File: config.mk
export PLATFORM = sky130hd
export DESIGN_NAME = dma_read_scheduler_flat
export DESIGN_NICKNAME = d
export VERILOG_FILES = /design/src/rtl/dma_calc_pkg.sv /design/src/rtl/dma_read_scheduler_if.sv /design/src/rtl/dma_burst_len_calc.sv /design/src/rtl/dma_read_scheduler.sv /design/src/flat_wrapper.sv
export SDC_FILE = /design/constraint.sdc
export NUM_CORES = 1
export LEC_CHECK = 0
export CORE_AREA = 2 2 195 159
export CTS_CLUSTER_DIAMETER = 40
export CTS_CLUSTER_SIZE = 14
export DETAILED_ROUTE_END_ITERATION = 10
export DIE_AREA = 0 0 197 161
export GPL_TIMING_DRIVEN = 0
export PLACE_DENSITY = 0.83
export SETUP_SLACK_MARGIN = 0.15
export SLEW_MARGIN = 30
export SYNTH_ARGS = -nofsm -noshare
export SYNTH_HDL_FRONTEND = slang
export SYNTH_SLANG_ARGS = --single-unit
File: constraint.sdc
create_clock -name clk -period 5.02 [get_ports clk]
set_clock_uncertainty 0.05 [all_clocks]
set_input_delay 1.004 -clock clk [delete_from_list [all_inputs] [get_ports clk]]
set_output_delay 1.004 -clock clk [all_outputs]
set_load 0.02 [all_outputs]
File: src/rtl/dma_calc_pkg.sv
// Shared constants and FSM state type for the DMA read scheduler.
// Holds the AXI burst type encoding and the 4 KB boundary that bursts must not cross.
package dma_calc_pkg;

    localparam logic [1:0]  BURST_INCR     = 2'b01;
    localparam int unsigned BOUNDARY_BYTES = 4096;
    localparam int unsigned BOUNDARY_BITS  = 12;

    typedef enum logic [1:0] {
        ST_IDLE  = 2'd0,
        ST_ISSUE = 2'd1,
        ST_DRAIN = 2'd2,
        ST_DONE  = 2'd3
    } state_e;

endpackage

File: src/rtl/dma_read_scheduler_if.sv
// AXI4 read address/data channels plus the forwarded output stream.
// The master modport is the scheduler side; the slave modport is the memory/consumer side.
interface dma_read_scheduler_if #(
    parameter int ADDR_WIDTH = 49,
    parameter int DATA_WIDTH = 128
);
    logic [ADDR_WIDTH-1:0] araddr;
    logic [7:0]            arlen;
    logic [2:0]            arsize;
    logic [1:0]            arburst;
    logic                  arvalid;
    logic                  arready;
    logic [DATA_WIDTH-1:0] rdata;
    logic                  rlast;
    logic                  rvalid;
    logic                  rready;
    logic [DATA_WIDTH-1:0] m_data;
    logic                  m_valid;
    logic                  m_ready;

    modport master (
        output araddr, arlen, arsize, arburst, arvalid, rready, m_data, m_valid,
        input  arready, rdata, rlast, rvalid, m_ready
    );

    modport slave (
        input  araddr, arlen, arsize, arburst, arvalid, rready, m_data, m_valid,
        output arready, rdata, rlast, rvalid, m_ready
    );

endinterface

File: src/rtl/dma_burst_len_calc.sv
// Combinational burst sizing: the smallest of remaining beats, the burst cap,
// and the beats left before the next 4 KB boundary.
module dma_burst_len_calc
    import dma_calc_pkg::*;
#(
    parameter int DATA_SIZE = 4,
    parameter int CNT_WIDTH = 32,
    parameter int MAX_BURST = 16
) (
    input  logic [BOUNDARY_BITS-1:0] addr_low,
    input  logic [CNT_WIDTH-1:0]     remaining,
    output logic [8:0]               beats
);

    logic [BOUNDARY_BITS:0] bound_bytes_s;
    logic [BOUNDARY_BITS:0] bound_beats_s;
    logic [CNT_WIDTH-1:0]   lim_s;

    // Three-way minimum; addr_low is already beat aligned so the shift is exact.
    always_comb begin
        bound_bytes_s = (BOUNDARY_BITS+1)'(BOUNDARY_BYTES) - {1'b0, addr_low};
        bound_beats_s = bound_bytes_s >> DATA_SIZE;
        lim_s         = CNT_WIDTH'(MAX_BURST);
        lim_s         = (CNT_WIDTH'(bound_beats_s) < lim_s) ? CNT_WIDTH'(bound_beats_s) : lim_s;
        lim_s         = (remaining < lim_s) ? remaining : lim_s;
        beats         = 9'(lim_s);
    end

endmodule

File: src/rtl/dma_read_scheduler.sv
// Splits a beat-count read request into AXI4 INCR bursts, limits bursts in flight,
// and forwards read data straight to the output stream.
module dma_read_scheduler
    import dma_calc_pkg::*;
#(
    parameter int ADDR_WIDTH      = 49,
    parameter int DATA_SIZE       = 4,
    parameter int CNT_WIDTH       = 32,
    parameter int MAX_BURST       = 16,
    parameter int MAX_OUTSTANDING = 4
) (
    input  logic                  clk,
    input  logic                  reset,
    input  logic                  s_start,
    input  logic [ADDR_WIDTH-1:0] s_addr,
    input  logic [CNT_WIDTH-1:0]  s_beats,
    output logic                  busy,
    output logic                  done,
    dma_read_scheduler_if.master  bus
);

    localparam int OUT_WIDTH = $clog2(MAX_OUTSTANDING + 1);
    localparam logic [ADDR_WIDTH-1:0] ALIGN_MASK =
        ~((ADDR_WIDTH'(1) << DATA_SIZE) - ADDR_WIDTH'(1));

    state_e                state_r;
    logic [ADDR_WIDTH-1:0] addr_r;
    logic [CNT_WIDTH-1:0]  rem_r;
    logic [OUT_WIDTH-1:0]  out_r;
    logic [ADDR_WIDTH-1:0] araddr_r;
    logic [7:0]            arlen_r;
    logic                  arvalid_r;
    logic                  busy_r;
    logic                  done_r;

    logic                  ar_hs_s;
    logic                  rl_hs_s;
    logic [8:0]            issued_beats_s;
    logic [ADDR_WIDTH-1:0] nxt_addr_s;
    logic [CNT_WIDTH-1:0]  nxt_rem_s;
    logic [OUT_WIDTH-1:0]  nxt_out_s;
    logic [ADDR_WIDTH-1:0] calc_addr_s;
    logic [CNT_WIDTH-1:0]  calc_rem_s;
    logic [8:0]            calc_beats_s;
    logic [7:0]            burst_len_s;

    assign bus.araddr  = araddr_r;
    assign bus.arlen   = arlen_r;
    assign bus.arvalid = arvalid_r;
    assign bus.arsize  = 3'(DATA_SIZE);
    assign bus.arburst = BURST_INCR;
    assign bus.rready  = bus.m_ready;
    assign bus.m_data  = bus.rdata;
    assign bus.m_valid = bus.rvalid;
    assign busy        = busy_r;
    assign done        = done_r;

    // Post-handshake view of address, remaining and in-flight count, so the next
    // burst can be presented in the cycle right after the current one is accepted.
    always_comb begin
        ar_hs_s        = arvalid_r & bus.arready;
        rl_hs_s        = bus.rvalid & bus.m_ready & bus.rlast & (out_r != {OUT_WIDTH{1'b0}});
        issued_beats_s = 9'd1 + {1'b0, arlen_r};
        nxt_addr_s     = ar_hs_s ? addr_r + (ADDR_WIDTH'(issued_beats_s) << DATA_SIZE) : addr_r;
        nxt_rem_s      = ar_hs_s ? rem_r - CNT_WIDTH'(issued_beats_s) : rem_r;
        case ({ar_hs_s, rl_hs_s})
            2'b10:   nxt_out_s = out_r + OUT_WIDTH'(1);
            2'b01:   nxt_out_s = out_r - OUT_WIDTH'(1);
            default: nxt_out_s = out_r;
        endcase
        calc_addr_s = (state_r == ST_IDLE) ? (s_addr & ALIGN_MASK) : nxt_addr_s;
        calc_rem_s  = (state_r == ST_IDLE) ? s_beats : nxt_rem_s;
        burst_len_s = 8'(calc_beats_s - 9'd1);
    end

    dma_burst_len_calc #(
        .DATA_SIZE (DATA_SIZE),
        .CNT_WIDTH (CNT_WIDTH),
        .MAX_BURST (MAX_BURST)
    ) u_len_calc (
        .addr_low  (calc_addr_s[BOUNDARY_BITS-1:0]),
        .remaining (calc_rem_s),
        .beats     (calc_beats_s)
    );

    // Control FSM: accepts a request, issues bursts, drains in-flight reads, pulses done.
    always_ff @(posedge clk or posedge reset) begin
        if (reset) begin
            state_r   <= ST_IDLE;
            addr_r    <= {ADDR_WIDTH{1'b0}};
            rem_r     <= {CNT_WIDTH{1'b0}};
            out_r     <= {OUT_WIDTH{1'b0}};
            araddr_r  <= {ADDR_WIDTH{1'b0}};
            arlen_r   <= 8'd0;
            arvalid_r <= 1'b0;
            busy_r    <= 1'b0;
            done_r    <= 1'b0;
        end else begin
            done_r <= 1'b0;
            out_r  <= nxt_out_s;
            case (state_r)
                ST_IDLE: begin
                    if (s_start) begin
                        addr_r <= calc_addr_s;
                        rem_r  <= s_beats;
                        busy_r <= 1'b1;
                        if (s_beats == {CNT_WIDTH{1'b0}}) begin
                            state_r <= ST_DONE;
                        end else begin
                            state_r   <= ST_ISSUE;
                            arvalid_r <= 1'b1;
                            araddr_r  <= calc_addr_s;
                            arlen_r   <= burst_len_s;
                        end
                    end
                end
                ST_ISSUE: begin
                    addr_r <= nxt_addr_s;
                    rem_r  <= nxt_rem_s;
                    if (nxt_rem_s == {CNT_WIDTH{1'b0}}) begin
                        arvalid_r <= 1'b0;
                        state_r   <= ST_DRAIN;
                    end else if (ar_hs_s || !arvalid_r) begin
                        // A pending request is never withdrawn; new ones wait for a free slot.
                        if (nxt_out_s < OUT_WIDTH'(MAX_OUTSTANDING)) begin
                            arvalid_r <= 1'b1;
                            araddr_r  <= calc_addr_s;
                            arlen_r   <= burst_len_s;
                        end else begin
                            arvalid_r <= 1'b0;
                        end
                    end
                end
                ST_DRAIN: begin
                    if (out_r == {OUT_WIDTH{1'b0}}) begin
                        state_r <= ST_DONE;
                    end
                end
                ST_DONE: begin
                    done_r  <= 1'b1;
                    busy_r  <= 1'b0;
                    state_r <= ST_IDLE;
                end
                default: begin
                    state_r <= ST_IDLE;
                end
            endcase
        end
    end

endmodule

File: src/flat_wrapper.sv
// flat-port wrapper written by rule: the top's interface ports become plain ports
module dma_read_scheduler_flat import dma_calc_pkg::*;
#(
    parameter int ADDR_WIDTH      = 49,
    parameter int DATA_SIZE       = 4,
    parameter int CNT_WIDTH       = 32,
    parameter int MAX_BURST       = 16,
    parameter int MAX_OUTSTANDING = 4
)
  (clk, reset, s_start, s_addr, s_beats, busy, done, bus_araddr, bus_arlen, bus_arsize, bus_arburst, bus_arvalid, bus_rready, bus_m_data, bus_m_valid, bus_arready, bus_rdata, bus_rlast, bus_rvalid, bus_m_ready);
  dma_read_scheduler_if #(.ADDR_WIDTH(ADDR_WIDTH), .DATA_WIDTH(128)) bus_i ();
  input  logic clk;
  input  logic reset;
  input  logic s_start;
  input  logic [ADDR_WIDTH-1:0] s_addr;
  input  logic [CNT_WIDTH-1:0] s_beats;
  output logic busy;
  output logic done;
  output wire logic [$bits(bus_i.araddr)-1:0] bus_araddr;
  output wire logic [$bits(bus_i.arlen)-1:0] bus_arlen;
  output wire logic [$bits(bus_i.arsize)-1:0] bus_arsize;
  output wire logic [$bits(bus_i.arburst)-1:0] bus_arburst;
  output wire logic [$bits(bus_i.arvalid)-1:0] bus_arvalid;
  output wire logic [$bits(bus_i.rready)-1:0] bus_rready;
  output wire logic [$bits(bus_i.m_data)-1:0] bus_m_data;
  output wire logic [$bits(bus_i.m_valid)-1:0] bus_m_valid;
  input wire logic [$bits(bus_i.arready)-1:0] bus_arready;
  input wire logic [$bits(bus_i.rdata)-1:0] bus_rdata;
  input wire logic [$bits(bus_i.rlast)-1:0] bus_rlast;
  input wire logic [$bits(bus_i.rvalid)-1:0] bus_rvalid;
  input wire logic [$bits(bus_i.m_ready)-1:0] bus_m_ready;
  assign bus_araddr = bus_i.araddr;
  assign bus_arlen = bus_i.arlen;
  assign bus_arsize = bus_i.arsize;
  assign bus_arburst = bus_i.arburst;
  assign bus_arvalid = bus_i.arvalid;
  assign bus_rready = bus_i.rready;
  assign bus_m_data = bus_i.m_data;
  assign bus_m_valid = bus_i.m_valid;
  assign bus_i.arready = bus_arready;
  assign bus_i.rdata = bus_rdata;
  assign bus_i.rlast = bus_rlast;
  assign bus_i.rvalid = bus_rvalid;
  assign bus_i.m_ready = bus_m_ready;
  dma_read_scheduler #(.ADDR_WIDTH(ADDR_WIDTH), .DATA_SIZE(DATA_SIZE), .CNT_WIDTH(CNT_WIDTH), .MAX_BURST(MAX_BURST), .MAX_OUTSTANDING(MAX_OUTSTANDING)) u_core (.clk(clk), .reset(reset), .s_start(s_start), .s_addr(s_addr), .s_beats(s_beats), .busy(busy), .done(done), .bus(bus_i));
endmodule
# Word-level counts from Yosys, hierarchy flattened
# Index checks and enable logic that the tools add are counted.
[totals]
register_bits = 146
latchBits = 0
ramBits = 0
rom_bits = 0
output_inout_bits = 195
elab_cells = 87
memories = 0
[op_classes]
add_sub_neg = 7
mul = 0
div = 0
n_lt_le_gt_ge = 3
n_eq_ne = 13
n_shift = 0
mux = 37
bitwise = 4
n_reduce_logical = 14
[ops]
columns = ["operator", "n"]
rows = [
  ["$mux W49", 8],
  ["$pmux W49 S2", 2],
  ["$mux W32", 3],
  ["$logic_not A32 Y1", 2],
  ["$pmux W32 S2", 1],
  ["$add A49 B13 Y49", 1],
  ["$mux W8", 6],
  ["$lt A32 B9 Y1", 1],
  ["$sub A32 B9 Y32", 1],
  ["$pmux W8 S2", 1],
  ["$sub A13 B12 Y13 const A", 1],
  ["$add A1 B8 Y9 const A", 1],
  ["$lt A9 B5 Y1 const B", 1],
  ["$mux W9", 1],
  ["$mux W2", 4],
  ["$ne A2 B1 Y1 const B", 4],
  ["$pmux W2 S4", 1],
  ["$sub A8 B1 Y8 const B", 1],
  ["$mux W1", 7],
  ["$eq A2 B2 Y1 const B", 3],
  ["$ne A2 B2 Y1 const B", 3],
  ["$pmux W3 S2", 1],
  ["$reduce_and A6 Y1", 1],
  ["$and A1 B1 Y1", 4],
  ["15 further kinds", 19],
]

# Depth between registers and ports, before layout
[depth]
word_depth = 14
mapped_depth = 30

# Cells and area by module
# Synthesis repeated with hierarchy kept, for this count alone.
[hier_totals]
hier_cells = 1483
area_unflattened_um2 = 12358.1
[by_module_without_submodules]
columns = ["mod", "instances", "cells_each", "area_per_inst_um2", "seq_area_each_um2"]
rows = [
  ["dma_read_scheduler", 1, 1421, 11897.7, 3653.5],
  ["dma_burst_len_calc", 1, 62, 460.4, 0.0],
]

# Least setup slack after synthesis
# No wires, ideal clock.
[synth_timing]
kind = "input -> register"
start = "input bus_arready"
end = "register u_core.arlen_r[6], in the netlist u_core.bus.arlen[6]"
setup_time_ps = 76
arrival_ps = 5444
t_required_ps = 4894
slack_ps = -551
cell_stages = 29
n_path_buf = 6
cell_sequence = "buf_4 > and2_1 > buf_4 > inv_2 > buf_2 > buf_2 > a21oi_1 > o31ai_1 > o21a_1 > clkbuf_1 > o211ai_1 > nor3_2 > nand3_1 > ha_1 > a21o_1 > a21oi_1 > o22ai_1 > nor2_1 > nand2_1 > nor4_1 > o22ai_1 > buf_2 > a31oi_1 > ha_1 > nand3b_1 > nor3_1 > xnor2_1 > o21ai_1 > o21ai_1"
[synth_between]
elab_chain_cells = 13
elab_cells_between_ends = 27
[synth_rtl]
columns = ["element", "line", "source"]
rows = [
  ["start, declared", "flat_wrapper.sv:27", "input wire logic [$bits(bus_i.arready)-1:0] bus_arready;"],
  ["$and A1 B1 Y1 *", "dma_read_scheduler.sv:61", "ar_hs_s = arvalid_r & bus.arready;"],
  ["$mux W49", "dma_read_scheduler.sv:64", "nxt_addr_s = ar_hs_s ? addr_r + (ADDR_WIDTH'(issued_beats_s) << DATA_SIZE) : addr_r;"],
  ["$mux W49", "dma_read_scheduler.sv:71", "calc_addr_s = (state_r == ST_IDLE) ? (s_addr & ALIGN_MASK) : nxt_addr_s;"],
  ["$sub A13 B12 Y13", "dma_burst_len_calc.sv:21", "bound_bytes_s = (BOUNDARY_BITS+1)'(BOUNDARY_BYTES) - {1'b0, addr_low};"],
  ["$lt A9 B5 Y1", "dma_burst_len_calc.sv:24", "lim_s = (CNT_WIDTH'(bound_beats_s) < lim_s) ? CNT_WIDTH'(bound_beats_s) : lim_s;"],
  ["$mux W9", "dma_burst_len_calc.sv:24", ""],
  ["$lt A32 B9 Y1", "dma_burst_len_calc.sv:25", "lim_s = (remaining < lim_s) ? remaining : lim_s;"],
  ["$mux W8", "dma_burst_len_calc.sv:25", ""],
  ["$sub A8 B1 Y8", "dma_read_scheduler.sv:73", "burst_len_s = 8'(calc_beats_s - 9'd1);"],
  ["$mux W8", "dma_read_scheduler.sv:125", "if (nxt_out_s < OUT_WIDTH'(MAX_OUTSTANDING)) begin"],
  ["$mux W8", "dma_read_scheduler.sv:123", "end else if (ar_hs_s || !arvalid_r) begin"],
  ["$mux W8", "dma_read_scheduler.sv:120", "if (nxt_rem_s == {CNT_WIDTH{1'b0}}) begin"],
  ["$pmux W8 S2", "dma_read_scheduler.sv:101", "case (state_r)"],
  ["end signal, assigned", "dma_read_scheduler.sv:113", "arlen_r <= burst_len_s;"],
  ["end signal, assigned", "dma_read_scheduler.sv:128", "arlen_r <= burst_len_s;"],
  ["end, declared", "dma_read_scheduler.sv:31", "logic [7:0] arlen_r;"],
]
# Every way passes the cells marked *; elsewhere a longest branch is shown, timed or not. The select of a mux whose other input is x is not followed.
# A chain may end at the register's enable or synchronous reset.

# Worst setup path in the final report
[layout_timing]
start = "register u_core.arlen_r[0], in the netlist u_core.bus.arlen[0]"
end = "register u_core.arlen_r[2], in the netlist u_core.bus.arlen[2]"
[layout_between]
elab_chain_cells = 14
elab_cells_between_ends = 22
[layout_rtl]
columns = ["element", "line", "source"]
rows = [
  ["$add A1 B8 Y9 *", "dma_read_scheduler.sv:63", "issued_beats_s = 9'd1 + {1'b0, arlen_r};"],
  ["$add A49 B13 Y49", "dma_read_scheduler.sv:64", ""],
  ["$mux W49", "dma_read_scheduler.sv:64", ""],
  ["$mux W49", "dma_read_scheduler.sv:71", ""],
  ["$sub A13 B12 Y13", "dma_burst_len_calc.sv:21", ""],
  ["$lt A9 B5 Y1", "dma_burst_len_calc.sv:24", ""],
  ["$mux W9", "dma_burst_len_calc.sv:24", ""],
  ["$lt A32 B9 Y1", "dma_burst_len_calc.sv:25", ""],
  ["$mux W8", "dma_burst_len_calc.sv:25", ""],
  ["$sub A8 B1 Y8", "dma_read_scheduler.sv:73", ""],
  ["$mux W8", "dma_read_scheduler.sv:125", ""],
  ["$mux W8", "dma_read_scheduler.sv:123", ""],
  ["$mux W8", "dma_read_scheduler.sv:120", ""],
  ["$pmux W8 S2", "dma_read_scheduler.sv:101", ""],
]
# Marked as above.

==> tab_implementation.tex <==
\begin{tabular}{lr}
\hline
Metric & Value \\
\hline
\multicolumn{2}{l}{\textbf{Worst setup path}} \\
Critical Path End Type & flip-flop \\
Delay of the slowest cell on the worst path & 0.49 ns \\
Worst path slowest cell & sky130\_fd\_sc\_hd\_\_dfrtp\_2 \\
Number of cells traversed by the worst register-to-register path & 33 \\
Kind of launch point of the worst setup path & flip-flop \\
WS Path Type & flip-flop to flip-flop \\
Largest driver fanout on the critical path & 6 \\
Data required time at the worst endpoint & 5.28 ns \\
Most frequent cell on the critical path & sky130\_fd\_sc\_hd\_\_buf\_6 \\
Data arrival time at the worst-slack endpoint & 5.58 ns \\
\multicolumn{2}{l}{\textbf{Synthesis}} \\
Yosys Warn Count & 0 \\
Ys async rst share & 100\% \\
Library cells used by synthesis & 74 \\
Number of synthesized flops with an enable pin & 0 \\
Cells after Synth & 1,367 \\
Cell area after synthesis & 0.0112 mm2 \\
Most instantiated flip-flop cell in the synthesis netlist & sky130\_fd\_sc\_hd\_\_dfrtp\_1 \\
Flip-flop and latch count after synthesis & 146 \\
Dominant cell type by area after synthesis & sky130\_fd\_sc\_hd\_\_dfrtp\_1 \\
Syn\_area\_per\_cell & 8.17 um2 \\
Top post-synthesis cells by area & sky130\_fd\_sc\_hd\_\_dfrtp\_1, sky130\_fd\_sc\_hd\_\_buf\_4, sky130\_fd\_sc\_hd\_\_nand2\_1, sky130\_fd\_sc\_hd\_\_a21oi\_1, sky130\_fd\_sc\_hd\_\_o21ai\_0 \\
Sequential share of the synthesized area & 32.7\% \\
Yosys top cell area share & 32.7\% \\
\multicolumn{2}{l}{\textbf{Global routing}} \\
Overflow left after global routing & 0 \\
Most used routing layer & met2 \\
GR Layer Usage met2 & 40.7\% \\
Vias in the first global route & 11.8k \\
GRT Total Usage & 26.1\% \\
Met3 demand-to-capacity share in global routing & 6.20\% \\
Antenna violations before repair & 1 \\
Wire length of the first global-routing pass & 65.1 mm \\
Met1 usage in global routing & 36.3\% \\
Largest net degree at the start of global routing & 30 \\
\multicolumn{2}{l}{\textbf{Placed design}} \\
Post-detail-place hpwl & 31.4 mm \\
Placer Congestion & 0.965 \\
Number of port buffers & 271 \\
Total placed instance area & 0.0146 mm2 \\
\multicolumn{2}{l}{\textbf{STA}} \\
Portion of the clock cycle consumed by the worst path in the final layout & 106\% \\
Setup repair after global routing missed its margin & yes \\
Worst setup slack after layout & -0.298 ns \\
Final Slew Violations & 0 \\
Achievable Freq & 188 MHz \\
Slew at the pin with the worst max-slew slack & 0.853 ns \\
Worst slew margin relative to its limit & 43.1\% \\
Post-layout min period & 5.32 ns \\
Final worst hold slack & 0.423 ns \\
Final hold vios & 0 \\
Setup violations, final & 4 \\
\multicolumn{2}{l}{\textbf{Routing}} \\
First-pass detailed-route iteration total & 7 \\
Detail-routed via count per cell & 5.71 \\
Number of vias in the routed layout & 12.1k \\
Routed wirelength normalized by instance count & 20.3 um \\
Initial detailed-routing violation count & 1,437 \\
Drt drc & 0 \\
Routed Wire Length & 43.2 mm \\
Post-detailed-route count of antenna-violating nets & 0 \\
\multicolumn{2}{l}{\textbf{Power and ir drop}} \\
Pwr Total & 11.1 mW \\
Peak ir drop on the vdd network & 423 uV \\
Static leakage & 6.77 nW \\
PD cells & 681 mW/mm2 \\
\multicolumn{2}{l}{\textbf{Clock tree}} \\
CTS root buf & sky130\_fd\_sc\_hd\_\_clkbuf\_16 \\
Total number of H-tree levels & 4 \\
Clock tree sinks & 146 \\
Maximum root-to-sink buffer count & 2 \\
TritonCTS clock tree & done \\
Clock buffers created by TritonCTS & 17 \\
Clock latency on the worst-skew pair & 0.44 ns \\
Clock slew seen by the registers of the worst setup and hold paths & 0.07 ns \\
\multicolumn{2}{l}{\textbf{Floorplan}} \\
Core Box Area & 0.0298 mm2 \\
Number of rows in the core area & 57 \\
Horizontal extent of the die & 197 um \\
Ports placed on the boundary & 411 \\
Floorplan die height & 161 um \\
Die Outline Area & 0.0317 mm2 \\
Effective utilization at floorplan & 37.5\% \\
\multicolumn{2}{l}{\textbf{Finish}} \\
Core Util, Final & 54.7\% \\
Number of nets in the finished design & 1,980 \\
Final cell area excluding filler cells & 0.0163 mm2 \\
Fraction of final layout cells sized beyond drive strength 1 & 20.1\% \\
Fill cells & 2,686 \\
Post-synthesis to final-layout area growth & 45.9\% \\
\multicolumn{2}{l}{\textbf{Status}} \\
Outcome & complete, but fails checks \\
Violated checks & setup timing \\
\multicolumn{2}{l}{\textbf{Job}} \\
Number of max-cap violations & 0 \\
\multicolumn{2}{l}{\textbf{Hold path}} \\
Worst hold stages & 2 \\
Type of the worst min-delay path & flip-flop to flip-flop \\
\hline
\end{tabular}
[flip-flops by register name (all words and copies together), names as in the netlist]
register            cells
u_core.addr_r          49
u_core.bus.arlen        8
u_core.rem_r           32
u_core.bus.arvalid      1
u_core.done             1
u_core.busy             1
u_core.state_r          2
u_core.out_r            3
u_core.bus.araddr      49
[synth_stat cells (all sizes together), types with 7 or more instances]
cell / number
a21o: 18
dfrtp: 146
a211oi: 18
nand3: 39
o31ai: 8
o21ai: 129
xor2: 23
nand2b: 30
nand4b: 8
and3: 22
clkbuf: 52
mux2i: 31
and2: 12
inv: 39
a21oi: 104
a221oi: 8
buf: 160
nor2: 87
mux2: 11
ha: 34
nor4: 16
o21a: 15
nor3: 23
xnor2: 35
o22ai: 50
nand4: 10
or3: 7
nand2: 141
[timing repair]
action / in CTS / in global routing
pin swaps: 34 / 26
endpoints found under the setup margin: 57 / 59
buffers inserted: 42 / 16
gates resized for setup: 94 / 39
hold buffers: 0 / 0
endpoints found under the hold margin: 0 / 0
[worst max-delay path, delay by kind of cell, from the launching register on]
kind | cells | cell delay [ns]
AND/OR/NAND/NOR | 4 | 0.81
flip-flops | 1 | 0.49
XOR/XNOR | 1 | 0.15
adder cells (fa/ha/maj) | 2 | 0.58
AO/OA/AOI/OAI | 4 | 0.57
buffers and inverters | 21 | 2.33
multiplexers | 1 | 0.18
[final cells by class]
type / instances / area [um2] / share of cell area, %
diodes: 1 / 2.50 / 0.0154
plain buffers: 212 / 1410 / 8.64
clock buffers: 20 / 457 / 2.80
clock inverters: 12 / 168 / 1.03
inverters: 40 / 156 / 0.960
multi-input cells: 976 / 6630 / 40.7
flip-flops and latches: 146 / 3660 / 22.5
well taps: 383 / 479 / 2.94
repair buffers: 334 / 3340 / 20.5
[report_power, final]
part	total [mW]	switching (mW)	internal (mW)
clock	1.40	0.579	0.820
sequential	2.26	0.520	1.74
combinational	7.44	4.38	3.06
[cell families (layout without fill, tap and decap cells)]
logic type,count (synthesis),after routing,synth area share [%]
xor gates and xnor gates,58,58,4.55
AOI/OAI and AO/OA,405,405,22.3
other,2,10,0.0672
muxes,42,42,3.89
adders and majority gates,37,37,4.35
DFF,146,146,32.7
buffers and inverters,252,618,13.4
and+or+nand+nor,425,425,18.8
[through the flow]
stage               worst slack, ns  TNS, ns  instances
detailed placement            -1.24    -7.63       2033
CTS                          -0.101   -0.101       2107
global route                 -0.492    -1.71       2123
finish                       -0.298   -0.925       2124
floorplan                    -0.198   -0.326       1374
global placement              -1.14    -5.60       2028
[placed cells by master (no fill, tap or decap), drive strengths merged, types with 30 or more instances in the layout]
cell	count
o21ai	129
o22ai	50
dfrtp	146
clkdlybuf4s50	271
mux2i	31
nand2b	30
buf	220
clkbuf	75
nand3	39
ha	34
nor2	87
a21oi	104
nand2	141
xnor2	35
inv	43
[layer usage]
layer / vias to the layer above / share of wire [%]
li1: 5456 / -
met1: 5820 / 41
met2: 758 / 46
met3: 103 / 11
met4: 0 / 2.4
met5: - / 0
[path summary, 6_finish.rpt]
path,start,to,slack (ns)
setup / recovery,u_core.bus.arlen[0],u_core.bus.arlen[2],-0.30
hold / removal,u_core.bus.araddr[20],u_core.bus.araddr[20],0.42
setup reg to reg,u_core.bus.arlen[0],u_core.bus.arlen[2],-0.30
hold reg to reg,u_core.bus.araddr[20],u_core.bus.araddr[20],0.42
max in group asynchronous,reset,u_core.rem_r[23],3.04
min in group asynchronous,reset,u_core.bus.araddr[17],0.91
No activity file was read; power rests on OpenSTA's default activity.
